File: config.mk
export PLATFORM = sky130hd
export DESIGN_NAME = uart_tx_arbiter
export DESIGN_NICKNAME = d
export VERILOG_FILES = /design/src/rtl/uart_tx_arbiter.sv
export SDC_FILE = /design/constraint.sdc
export NUM_CORES = 1
export LEC_CHECK = 0
export ABC_CLOCK_PERIOD_IN_PS = 4550
export CAP_MARGIN = 10
export CORE_MARGIN = 1
export CORE_UTILIZATION = 42
export CTS_BUF_LIST = sky130_fd_sc_hd__clkbuf_16
export DETAILED_ROUTE_END_ITERATION = 6
export PLACE_DENSITY_LB_ADDON = 0.05
export SLEW_MARGIN = 30
export SYNTH_ARGS = -nofsm -noshare
export SYNTH_HDL_FRONTEND = slang
export SYNTH_SLANG_ARGS = --single-unit
File: constraint.sdc
create_clock -name clock -period 4.55 [get_ports clock]
set_clock_uncertainty 0.15 [all_clocks]
set_input_delay 0.91 -clock clock [delete_from_list [all_inputs] [get_ports clock]]
set_output_delay 0.91 -clock clock [all_outputs]
set_load 0.01 [all_outputs]
File: src/rtl/uart_tx_arbiter.sv
// Purpose : round-robin share of one UARTtx serializer among N_REQ byte producers.
// Latency : request seen in ARB at edge t -> tx_send and req_ready high in cycle t+1; frame gap 2 cycles.
// Backpr. : requesters hold req_valid until their req_ready pulse; no grant while tx_idle is low.
//
// Ports:
//   clock, reset         system clock, synchronous active-high reset
//   req_valid/req_data   per-requester pending flag and byte (requester i at [i*DATA_WIDTH +: DATA_WIDTH])
//   req_ready            one-hot 1-cycle accept pulse, coincident with tx_send
//   tx_data/tx_send      byte and start pulse to UARTtx; tx_data stable until back in ARB
//   tx_idle              UARTtx idle indication
//   grant_id             index of current/last winner
//   busy                 high whenever the FSM is not in ARB
//   timeout              1-cycle pulse when UARTtx never left idle after tx_send
module uart_tx_arbiter #(
  parameter int N_REQ         = 4,
  parameter int DATA_WIDTH    = 8,
  parameter int START_TIMEOUT = 4
) (
  input  logic                          clock,
  input  logic                          reset,
  input  logic [N_REQ-1:0]              req_valid,
  input  logic [N_REQ*DATA_WIDTH-1:0]   req_data,
  output logic [N_REQ-1:0]              req_ready,
  output logic [DATA_WIDTH-1:0]         tx_data,
  output logic                          tx_send,
  input  logic                          tx_idle,
  output logic [$clog2(N_REQ)-1:0]      grant_id,
  output logic                          busy,
  output logic                          timeout
);

  localparam int IDW = $clog2(N_REQ);
  localparam int CW  = $clog2(START_TIMEOUT);

  localparam logic [1:0] ST_ARB        = 2'd0;
  localparam logic [1:0] ST_ISSUE      = 2'd1;
  localparam logic [1:0] ST_WAIT_START = 2'd2;
  localparam logic [1:0] ST_WAIT_DONE  = 2'd3;

  logic [1:0]     state;
  logic [IDW-1:0] ptr;
  logic [CW-1:0]  wait_cnt;

  logic           win_found;
  logic [IDW-1:0] win_idx;
  logic [IDW-1:0] cand;
  logic [IDW-1:0] ptr_next;

  // (a + b) mod N_REQ for b in [0, N_REQ-1]; works for non-power-of-two N_REQ.
  function automatic logic [IDW-1:0] wrap_add(input logic [IDW-1:0] a, input int b);
    int s;
    s = int'(a) + b;
    if (s >= N_REQ) s = s - N_REQ;
    return IDW'(s);
  endfunction

  // Scan from the farthest offset back to the pointer so the candidate closest
  // to the pointer (highest priority) is the last one written and wins.
  always_comb begin
    win_found = 1'b0;
    win_idx   = ptr;
    cand      = ptr;
    for (int i = N_REQ - 1; i >= 0; i--) begin
      cand = wrap_add(ptr, i);
      if (req_valid[cand]) begin
        win_found = 1'b1;
        win_idx   = cand;
      end
    end
  end

  assign ptr_next = (win_idx == IDW'(N_REQ - 1)) ? '0 : win_idx + IDW'(1);

  always_ff @(posedge clock) begin
    if (reset) begin
      state     <= ST_ARB;
      ptr       <= '0;
      wait_cnt  <= '0;
      req_ready <= '0;
      tx_send   <= 1'b0;
      tx_data   <= '0;
      grant_id  <= '0;
      busy      <= 1'b0;
      timeout   <= 1'b0;
    end else begin
      // Pulse outputs default low; set only on the edge that enters ISSUE / times out.
      req_ready <= '0;
      tx_send   <= 1'b0;
      timeout   <= 1'b0;
      case (state)
        ST_ARB: begin
          if (tx_idle && win_found) begin
            tx_data   <= req_data[int'(win_idx)*DATA_WIDTH +: DATA_WIDTH];
            grant_id  <= win_idx;
            ptr       <= ptr_next;
            tx_send   <= 1'b1;
            req_ready <= N_REQ'(1) << win_idx;
            busy      <= 1'b1;
            state     <= ST_ISSUE;
          end
        end
        ST_ISSUE: begin
          wait_cnt <= '0;
          state    <= ST_WAIT_START;
        end
        ST_WAIT_START: begin
          if (!tx_idle) begin
            state <= ST_WAIT_DONE;
          end else if (wait_cnt == CW'(START_TIMEOUT - 1)) begin
            // UARTtx never started: drop the byte rather than retry it.
            timeout <= 1'b1;
            busy    <= 1'b0;
            state   <= ST_ARB;
          end else begin
            wait_cnt <= wait_cnt + CW'(1);
          end
        end
        ST_WAIT_DONE: begin
          if (tx_idle) begin
            busy  <= 1'b0;
            state <= ST_ARB;
          end
        end
        default: begin
          busy  <= 1'b0;
          state <= ST_ARB;
        end
      endcase
    end
  end

endmodule
==> run metrics <==
PortBufs=55; #FFs+latches synth=23; first-pass GRT wire length=4.28 mm; initial core utilization=0.452; largest net degree at the start of global routing=22; CTS Buf Count=3; Routed WL per cell=13.6 um; cell area power density=332 nW/um2; CTS max path bufs=2; via count=around 1000; # DRC=0; die area=just under 3000 um2; Critical Path AT=roughly 2700 ps; RSZ-0062 raised after global routing=false; Setup WS pre-CTS=1600 ps; CTS Hold Bufs=0; share of cells above drive strength 1=0.0838; VDD IR max=0.307 mV; H-tree levels=1; detailed-route vias per instance=5.26; Crit Path Max Fanout=10; Least-Margin Pin Slew=642 ps; fin crit period=2670 ps; # IOs=56; sequential area share after synthesis=0.408; Slew headroom=0.571; Startpoint Class=input port; hpwl dp=2.04 mm; setup bufs post-CTS=0; status=finished clean; clock-pin slew on the worst setup and hold paths=60 ps; Layout area overhead=54.2%; Post-Synthesis Net Count=156; Synth cell types=37; Max Slew Vio Count=0; # resized after CTS=0; worst setup margin=1880 ps; commonest register cell after synthesis=dfxtp_1; CP Capture Type=flop; Clk Latency, worst-skew pair=250 ps; core box area=2500 um2; gate count of the mapped netlist=115; final setup fails=0; asr flop ratio synth=0; WL final=about 2.7 mm; fmax=375 MHz; Detail Route Antenna Nets=0; # nets final=209; Setup Crit Path Kind=in2reg; placed instance count=193; Synth Cell Area=about 1100 um2; LEAKAGE=between 0.6 and 0.7 nW; critical path required time=4560 ps; drt first pass iters=4; YS warnings=0; hold_ws=300 ps; CTS tree=yes; Hold Crit Class=reg2reg; vias in the first global route=1015; Die X=53.9 um; Mapped Avg Cell Area=slightly below 10 um2; Max-Cap Viols=0; Die Ht=~54 um; antenna fix cells=0; fin cells=just under 200; CTS root buffer=clkbuf_16; final hold vios=0; post-route clock period utilization=0.586; grt total ovfl=0; DR iter-0 viols=7; clk sinks=23; RePlAce Congestion=0.662; Tot GR Track Use=0.206; antenna violations before repair=0; Post-synth EDFFs=0; Std-Cell Rows=18; total negative slack=0 ps
==> registers in the layout (all words and copies together), names as in the netlist <==
signal,cells
timeout,1
busy,1
wait_cnt,2
grant_id,2
tx_data,8
tx_send,1
state,2
req_ready,4
ptr,2
==> cell families after synthesis <==
logic type / count (synthesis) / synth area share
AND/OR/NAND/NOR: 33 / 0.140
AO/OA/AOI/OAI: 28 / 0.207
flip-flops: 23 / 0.408
multiplexers: 17 / 0.152
buffers and inverters: 12 / 0.0720
adder cells (fa/ha/maj): 2 / 0.0221
==> per-layer routing <==
metal	vias up	share of wire	track usage
li1	526	-	-
met1	484	0.42	0.220
met2	24	0.55	0.395
met3	2	0.034	0.0537
met4	0	0.0037	0.0482
met5	-	0	0
==> cell type report <==
type                       count  area, um2
inverter                       5       18.8
tap                           30       37.5
timing repair buffer          55        551
multi-input combinational     80        594
clock buffer                   3       75.1
fill                         203        758
clock inverter                 1       5.00
sequential                    23        460
==> path summary, 6_finish.rpt <==
kind	cells after the start	start	endpoint	slack [ps]
setup / recovery	6	req_valid[3]	tx_data[3]	1880
hold reg to reg	2	grant_id[1]	grant_id[1]	300
hold / removal	2	grant_id[1]	grant_id[1]	300
setup reg to reg	5	ptr[0]	ptr[1]	2720
==> synth_stat cells (2+ instances only) <==
cell,instances,share of area
buf_6,4,0.040
o21a_1,2,0.013
a21oi_1,3,0.013
o221ai_1,7,0.054
a31oi_1,2,0.011
buf_2,2,0.0089
a22oi_1,2,0.013
nor2_1,9,0.030
mux2i_1,16,0.14
nor2b_1,3,0.017
nand2_1,11,0.037
inv_1,4,0.013
dfxtp_1,23,0.41
nand2b_1,3,0.017
ha_1,2,0.022
==> report_power, final <==
part           internal, mW  leakage [nW]  total, mW  switching, mW
sequential            0.221         0.188      0.234         0.0133
clock                 0.118        0.0409      0.186         0.0684
combinational        0.0917         0.454      0.158         0.0666
total                 0.430         0.683      0.578          0.148
==> stage by stage <==
stage                util  instance area [um2]  power [mW]
finish              0.697                 1740       0.578
global route        0.697                 1740       0.607
CTS                 0.697                 1740       0.584
detailed placement  0.665                 1660       0.397
global placement    0.662                 1660       0.391
floorplan               -                 1130       0.327
==> worst max-delay path, cell delays in order <==
cell	delay [ps]
clkdlybuf4s50_1	560
nor2_1	70
a21oi_1	260
and2_1	320
nand2b_1	290
o221ai_1	260
==> placed cells by master, fill, tap and decap left out, types with 2 or more instances in the layout <==
master / n
o21a_1: 2
o221ai_1: 7
nor2b_1: 3
ha_1: 2
inv_1: 4
a22oi_1: 2
clkdlybuf4s50_1: 55
clkbuf_16: 3
a21oi_1: 3
nand2b_1: 3
nor2_1: 9
mux2i_1: 16
nand2_1: 11
dfxtp_1: 23
No activity file was read; power rests on OpenSTA's default activity.
